`config.mk`:
```
export PLATFORM = sky130hd
export DESIGN_NAME = command_decoder
export DESIGN_NICKNAME = d
export VERILOG_FILES = /design/src/rtl/qspi_cmd_pkg.sv /design/src/rtl/opcode_lookup.sv /design/src/rtl/command_decoder.sv
export SDC_FILE = /design/constraint.sdc
export NUM_CORES = 1
export LEC_CHECK = 0
export CORE_ASPECT_RATIO = 1.75
export CORE_MARGIN = 4
export CORE_UTILIZATION = 50
export CTS_CLUSTER_DIAMETER = 40
export DETAILED_ROUTE_END_ITERATION = 8
export GPL_TIMING_DRIVEN = 0
export PLACE_DENSITY = 0.73
export SYNTH_ARGS = -nofsm -noshare
export SYNTH_HDL_FRONTEND = slang
export SYNTH_SLANG_ARGS = --single-unit
export TNS_END_PERCENT = 50
```
`constraint.sdc`:
```
create_clock -name clk -period 2.7 [get_ports clk]
set_input_delay 0.27 -clock clk [delete_from_list [all_inputs] [get_ports clk]]
set_output_delay 0.27 -clock clk [all_outputs]
set_load 0.02 [all_outputs]
```
`src/rtl/qspi_cmd_pkg.sv`:
```
// Shared QSPI command definitions: abstract command indices, vendor opcode
// tables, flash-type / lane-mode encodings and decoder state encoding.
// The opcode tables are shared with the command parser so both directions
// of the mapping always agree.
package qspi_cmd_pkg;

  localparam int CMD_IDX_W = 5;
  localparam int OPCODE_W  = 8;
  localparam int NUM_CMDS  = 22;

  localparam logic [CMD_IDX_W-1:0] CMD_UNKNOWN = 5'h1F;

  typedef enum logic [CMD_IDX_W-1:0] {
    CMD_READ                         = 5'd0,
    CMD_FAST_READ                    = 5'd1,
    CMD_DUAL_OUTPUT_READ             = 5'd2,
    CMD_QUAD_OUTPUT_READ             = 5'd3,
    CMD_DUAL_IO_READ                 = 5'd4,
    CMD_QUAD_IO_READ                 = 5'd5,
    CMD_WORD_READ                    = 5'd6,
    CMD_PAGE_PROGRAM                 = 5'd7,
    CMD_QUAD_PAGE_PROGRAM            = 5'd8,
    CMD_SECTOR_ERASE                 = 5'd9,
    CMD_BLOCK_ERASE_32K              = 5'd10,
    CMD_BLOCK_ERASE_64K              = 5'd11,
    CMD_CHIP_ERASE                   = 5'd12,
    CMD_WRITE_ENABLE                 = 5'd13,
    CMD_WRITE_DISABLE                = 5'd14,
    CMD_READ_STATUS_REGISTER         = 5'd15,
    CMD_WRITE_STATUS_REGISTER        = 5'd16,
    CMD_READ_JEDEC_ID                = 5'd17,
    CMD_ENABLE_RESET                 = 5'd18,
    CMD_RESET_DEVICE                 = 5'd19,
    CMD_DEEP_POWER_DOWN              = 5'd20,
    CMD_RELEASE_FROM_DEEP_POWER_DOWN = 5'd21
  } cmd_e;

  typedef enum logic [1:0] {
    FLASH_MICRON   = 2'b00,
    FLASH_WINBOND  = 2'b01,
    FLASH_INFINEON = 2'b10,
    FLASH_RESERVED = 2'b11
  } flash_type_e;

  typedef enum logic [1:0] {
    LANE_SINGLE   = 2'b00,
    LANE_DUAL     = 2'b01,
    LANE_QUAD     = 2'b10,
    LANE_RESERVED = 2'b11
  } lane_mode_e;

  typedef enum logic [2:0] {
    ST_IDLE,
    ST_SHIFT,
    ST_LOOKUP,
    ST_HOLD,
    ST_DISCARD
  } dec_state_e;

  // Micron has no word read; it aliases Quad IO Read so index 5 must win.
  localparam logic [OPCODE_W-1:0] MICRON_OPC [NUM_CMDS] = '{
    8'h03, 8'h0B, 8'h3B, 8'h6B, 8'hBB, 8'hEB, 8'hEB, 8'h02,
    8'h32, 8'h20, 8'h52, 8'hD8, 8'hC7, 8'h06, 8'h04, 8'h05,
    8'h01, 8'h9F, 8'h66, 8'h99, 8'hB9, 8'hAB};

  localparam logic [OPCODE_W-1:0] WINBOND_OPC [NUM_CMDS] = '{
    8'h03, 8'h0B, 8'h3B, 8'h6B, 8'hBB, 8'hEB, 8'hE7, 8'h02,
    8'h32, 8'h20, 8'h52, 8'hD8, 8'hC7, 8'h06, 8'h04, 8'h05,
    8'h01, 8'h9F, 8'h66, 8'h99, 8'hB9, 8'hAB};

  localparam logic [OPCODE_W-1:0] INFINEON_OPC [NUM_CMDS] = '{
    8'h03, 8'h0B, 8'h3B, 8'h6B, 8'hBB, 8'hEB, 8'hE7, 8'h02,
    8'h32, 8'h20, 8'h52, 8'hD8, 8'h60, 8'h06, 8'h04, 8'h05,
    8'h01, 8'h9F, 8'h66, 8'hF0, 8'hB9, 8'hAB};

  // Forward map (vendor, command index) -> opcode; reserved vendor has no table.
  function automatic logic [OPCODE_W-1:0] vendor_opcode(
    input logic [1:0] flash_type,
    input int         idx
  );
    logic [OPCODE_W-1:0] opc;
    opc = '0;
    case (flash_type)
      FLASH_MICRON:   opc = MICRON_OPC[idx];
      FLASH_WINBOND:  opc = WINBOND_OPC[idx];
      FLASH_INFINEON: opc = INFINEON_OPC[idx];
      default:        opc = '0;
    endcase
    return opc;
  endfunction

endpackage

```
`src/rtl/opcode_lookup.sv`:
```
// Combinational reverse lookup: (flash type, opcode) -> abstract command.
// When several indices share an opcode the lowest index is reported.
module opcode_lookup
  import qspi_cmd_pkg::*;
(
  input  logic [1:0]           flash_type_i,
  input  logic [OPCODE_W-1:0]  opcode_i,
  output logic [CMD_IDX_W-1:0] cmd_o,
  output logic                 unknown_o
);

  // Scan from the highest index down so the lowest matching index overrides.
  always_comb begin
    cmd_o     = CMD_UNKNOWN;
    unknown_o = 1'b1;
    if (flash_type_i != FLASH_RESERVED) begin
      for (int i = NUM_CMDS - 1; i >= 0; i--) begin
        if (vendor_opcode(flash_type_i, i) == opcode_i) begin
          cmd_o     = CMD_IDX_W'(i);
          unknown_o = 1'b0;
        end
      end
    end
  end

endmodule

```
`src/rtl/command_decoder.sv`:
```
// Flash-side QSPI opcode decoder: deserializes the 8-bit opcode phase in
// single/dual/quad mode, reverse-maps it to the abstract command index and
// offers it on a valid/ready handshake.
// Optional macro CMD_ERR_CNT_EN adds a saturating unknown-opcode counter.
module command_decoder
  import qspi_cmd_pkg::*;
#(
  parameter int CMD_W     = 5,
  parameter int OPC_W     = 8,
  parameter int ERR_CNT_W = 8
) (
  input  logic                 clk,
  input  logic                 reset,
  input  logic                 cs_n_i,
  input  logic                 sample_en_i,
  input  logic [3:0]           io_i,
  input  logic [1:0]           lane_mode_i,
  input  logic [1:0]           flash_type_i,
  output logic [CMD_W-1:0]     cmd_o,
  output logic [OPC_W-1:0]     opcode_o,
  output logic                 unknown_o,
  output logic                 cmd_valid_o,
  input  logic                 cmd_ready_i,
  output logic                 frame_abort_o,
  output logic                 busy_o,
  output logic [ERR_CNT_W-1:0] err_cnt_o
);

  dec_state_e       state_q, state_d;
  logic [7:0]       shreg_q, shreg_d;
  logic [3:0]       bitcnt_q, bitcnt_d;
  logic [1:0]       ft_q, ft_d;
  logic [1:0]       lm_q, lm_d;
  logic [CMD_W-1:0] cmd_q, cmd_d;
  logic [OPC_W-1:0] opc_q, opc_d;
  logic             unk_q, unk_d;
  logic             valid_q, valid_d;
  logic             abort_q, abort_d;
  logic             busy_q;

  logic [CMD_IDX_W-1:0] lkCmd;
  logic                 lkUnk;

  opcode_lookup u_lookup (
    .flash_type_i (ft_q),
    .opcode_i     (shreg_q),
    .cmd_o        (lkCmd),
    .unknown_o    (lkUnk)
  );

  // Next-state logic: frame sequencing, opcode shifting and result capture.
  always_comb begin
    state_d  = state_q;
    shreg_d  = shreg_q;
    bitcnt_d = bitcnt_q;
    ft_d     = ft_q;
    lm_d     = lm_q;
    cmd_d    = cmd_q;
    opc_d    = opc_q;
    unk_d    = unk_q;
    valid_d  = valid_q;
    abort_d  = 1'b0;
    case (state_q)
      ST_IDLE: begin
        shreg_d  = '0;
        bitcnt_d = '0;
        if (!cs_n_i) begin
          state_d = ST_SHIFT;
          ft_d    = flash_type_i;
          lm_d    = lane_mode_i;
        end
      end
      ST_SHIFT: begin
        if (cs_n_i) begin
          state_d  = ST_IDLE;
          abort_d  = 1'b1;
          shreg_d  = '0;
          bitcnt_d = '0;
        end else if (sample_en_i) begin
          case (lm_q)
            LANE_DUAL: begin
              shreg_d  = {shreg_q[5:0], io_i[1:0]};
              bitcnt_d = bitcnt_q + 4'd2;
            end
            LANE_QUAD: begin
              shreg_d  = {shreg_q[3:0], io_i[3:0]};
              bitcnt_d = bitcnt_q + 4'd4;
            end
            default: begin
              shreg_d  = {shreg_q[6:0], io_i[0]};
              bitcnt_d = bitcnt_q + 4'd1;
            end
          endcase
          if (bitcnt_d == 4'd8) state_d = ST_LOOKUP;
        end
      end
      ST_LOOKUP: begin
        cmd_d   = CMD_W'(lkCmd);
        opc_d   = OPC_W'(shreg_q);
        unk_d   = lkUnk;
        valid_d = 1'b1;
        state_d = ST_HOLD;
      end
      ST_HOLD: begin
        if (valid_q && cmd_ready_i) begin
          valid_d = 1'b0;
          state_d = cs_n_i ? ST_IDLE : ST_DISCARD;
        end
      end
      ST_DISCARD: begin
        if (cs_n_i) state_d = ST_IDLE;
      end
      default: state_d = ST_IDLE;
    endcase
  end

  // State and output registers; reset overrides everything.
  always_ff @(posedge clk) begin
    if (reset) begin
      state_q  <= ST_IDLE;
      shreg_q  <= '0;
      bitcnt_q <= '0;
      ft_q     <= '0;
      lm_q     <= '0;
      cmd_q    <= '0;
      opc_q    <= '0;
      unk_q    <= 1'b0;
      valid_q  <= 1'b0;
      abort_q  <= 1'b0;
      busy_q   <= 1'b0;
    end else begin
      state_q  <= state_d;
      shreg_q  <= shreg_d;
      bitcnt_q <= bitcnt_d;
      ft_q     <= ft_d;
      lm_q     <= lm_d;
      cmd_q    <= cmd_d;
      opc_q    <= opc_d;
      unk_q    <= unk_d;
      valid_q  <= valid_d;
      abort_q  <= abort_d;
      busy_q   <= (state_d != ST_IDLE);
    end
  end

`ifdef CMD_ERR_CNT_EN
  logic [ERR_CNT_W-1:0] err_cnt_q;

  // Count unknown opcodes at lookup time, sticking at all-ones.
  always_ff @(posedge clk) begin
    if (reset) begin
      err_cnt_q <= '0;
    end else if (state_q == ST_LOOKUP && lkUnk && err_cnt_q != '1) begin
      err_cnt_q <= err_cnt_q + 1'b1;
    end
  end

  assign err_cnt_o = err_cnt_q;
`else
  assign err_cnt_o = '0;
`endif

  assign cmd_o         = cmd_q;
  assign opcode_o      = opc_q;
  assign unknown_o     = unk_q;
  assign cmd_valid_o   = valid_q;
  assign frame_abort_o = abort_q;
  assign busy_o        = busy_q;

endmodule

```
==> summary.txt <==
Worst Setup End Kind -> flop
Post-Synth Adder-Cell Area -> 0.0359
GRT Overall Usage -> 0.263
most frequent cells after synthesis -> nand2_1 (41), nor2_1 (38), dfxtp_1 (36)
DR vias -> 3007
register bit total from synthesis -> 36
Synth Area in Simple Gates -> 0.295
CP required -> 2.90 ns
CTS root buffer -> clkbuf_8
total of max-cap violations -> 0
final setup fails -> 0
# port buffers -> 28
Nets -> 438
hold crit path type -> input port to flop
ratio of cells with drive above 1 in the final layout -> 0.110
remaining global-route overflow -> 0
drt wl/cell -> 18.0 um
Vias/cell -> 6.11
synthesized area per cell -> 7.43 sq um
Setup Slack @ Placement -> 0.0706 ns
main flop type after synthesis -> dfxtp_1
final slew viol count -> 0
CTS tree -> done
Cell Count, Final, Fillers Out -> 492
# fillers -> 533
most numerous cell in the Yosys netlist -> nand2_1
Seq/Total Area, Yosys -> 0.259
ANT nets after route -> 0
Fin Setup TNS -> 0 ns
Num Clock Sinks -> 36
Synth Area in XOR/XNOR -> 0.0283
EDFF count, synth -> 0
final instance area -> 3290 sq um
Compound-Gate Fraction of Synth Area -> 0.272
post-synth top area cell -> dfxtp_1
Synth top area share -> 0.259
Max FO, Critical Path -> 10
Power Density -> 342 nW/um^2
most frequent CP cell -> a211oi_1
largest family of logic cells by synthesized area -> simple AND/OR/NAND/NOR gates
clk buf depth -> 2
final setup skew -> 0.00989 ns
Hold Slack -> 0.440 ns
Tmin final -> 2.58 ns
post-route clock period utilization -> 0.954
Mapped Area -> 2790 sq um
worst-margin pin slew -> 0.834 ns
initial antenna violation count -> 0
Antenna Cells -> 0
status -> finished, final reports clean
Num CTS Buffers -> 5
Setup WS post-layout -> 0.123 ns
Layout area overhead -> 18.1%
WS Path Type -> flop to flop
Initial DRC Count -> 333
Setup crit start kind -> flop
gpl congestion -> 0.934
area of placed instances -> 3180 sq um
Max H-tree Level -> 2
Die X -> 64.4 um
largest net degree at the start of global routing -> 12
detailed placement HPWL -> 6.71 mm
Distinct cells, synth -> 64
crit path cell chain -> ha_1, buf_4, or4b_1, a21oi_4, a211oi_1, a211oi_1, o2111ai_1, a221oi_2
Cells after Synth -> 375
Ports -> 38
leakage power -> 1.21 nW
WL final -> 8.84 mm
worst path buffer plus inverter count -> 1
first-pass GRT wire length -> 14.0 mm
slowest stage delay, CP -> 0.50 ns
Worst-Skew Late Latency -> 0.29 ns
Worst Path Arrival -> 2.78 ns
vias in the first global route -> 2875
Die ar. -> 6880 sq um
worst vdd ir -> 0.000314 V
unrepaired setup endpoints after global routing -> false
clk slew on worst S/H paths -> 0.07 ns
mux cell area share after synthesis -> 0.0256
Max Freq -> 388 MHz
Relative slew margins -> 0.440
Starting Density -> 0.521
synth warn -> 0
FFs w/ async S/R, synth -> 0
Die Y -> 107 um
FP Rows -> 35
delay-heaviest family, CP -> compound AO/OA/AOI/OAI gates
Placed Cells -> 484
Final Hold Fails -> 0
Detailed Routing Iterations Pass 1 -> 5
Placeable Area -> 5340 sq um
Area contributors post-synth -> dfxtp_1 (26%), a21oi_1 (5.6%), nand2_1 (5.5%)
Residual DRC -> 0
slowest CP cell -> or4b_1
layout make-up:
type,instances,area (sq um),area share
clock buffers,7,86.3,0.0262
plain buffers,43,210,0.0639
inverters,6,22.5,0.00684
multi-input cells,297,1870,0.568
well taps,74,92.6,0.0281
clock inverters,1,7.51,0.00228
repair buffers,28,280,0.0852
flip-flops and latches,36,721,0.219
final timing paths:
check         startpoint          end  slack (ns)  depth (start not counted)
max              ft_q[0]     cmd_o[0]        0.12                          8
min                reset     cmd_o[0]        0.44                          2
max reg2reg      ft_q[0]     cmd_o[0]        0.12                          8
min reg2reg  opcode_o[1]  opcode_o[1]        0.46                          2
through the flow:
step,total power [mW],util
CTS,1.13,0.614
detailed placement,0.734,0.596
global placement,0.731,0.596
global route,1.17,0.616
floorplan,0.682,-
finish,1.12,0.616
timing repair:
item                                    CTS  global route
endpoints found under the setup margin    0             3
hold buffers                              0             0
gates resized for setup                   0             4
buffers inserted                          0             0
state kept, by name (all words and copies together) (netlist names):
name,count
unknown_o,1
shreg_q,8
frame_abort_o,1
cmd_o,5
busy_o,1
opcode_o,8
ft_q,2
bitcnt_q,4
state_q,3
cmd_valid_o,1
lm_q,2
power breakdown:
group	internal (mW)	leakage [nW]	switching, mW
combinational	0.0748	0.872	0.106
clock	0.207	0.0445	0.192
sequential	0.538	0.291	0.00586
cells by family after synthesis:
kind of cell	after synthesis
adders and majority gates	8
AOI/OAI and AO/OA	111
xor gates and xnor gates	9
DFF	36
muxes	7
and+or+nand+nor	154
buffers and inverters	49
other	1
placed cells by master (no fill, tap or decap), drive strengths merged, types with 5 or more instances in the layout:
| cell | Yosys | layout |
|---|---|---|
| conb | 1 | 8 |
| nand4b | 5 | 5 |
| inv | 6 | 6 |
| dfxtp | 36 | 36 |
| mux2i | 6 | 6 |
| nand2b | 8 | 8 |
| clkbuf | 19 | 26 |
| buf | 24 | 24 |
| a22oi | 14 | 14 |
| nor3 | 10 | 10 |
| or2 | 6 | 6 |
| ha | 8 | 8 |
| nor4 | 6 | 6 |
| xor2 | 5 | 5 |
| nand3 | 6 | 6 |
| nand2 | 41 | 41 |
| o21ai | 20 | 20 |
| a21oi | 33 | 33 |
| nor2 | 38 | 38 |
| clkdlybuf4s50 | 0 | 28 |
routing by layer:
metal / GRT usage / part of all wire / up-vias
li1: - / - / 1426
met1: 0.277 / 0.36 / 1406
met2: 0.468 / 0.52 / 137
met3: 0.0231 / 0.047 / 38
met4: 0.201 / 0.072 / 0
met5: 0 / 0 / -
Power figures use the tool's default switching activity.
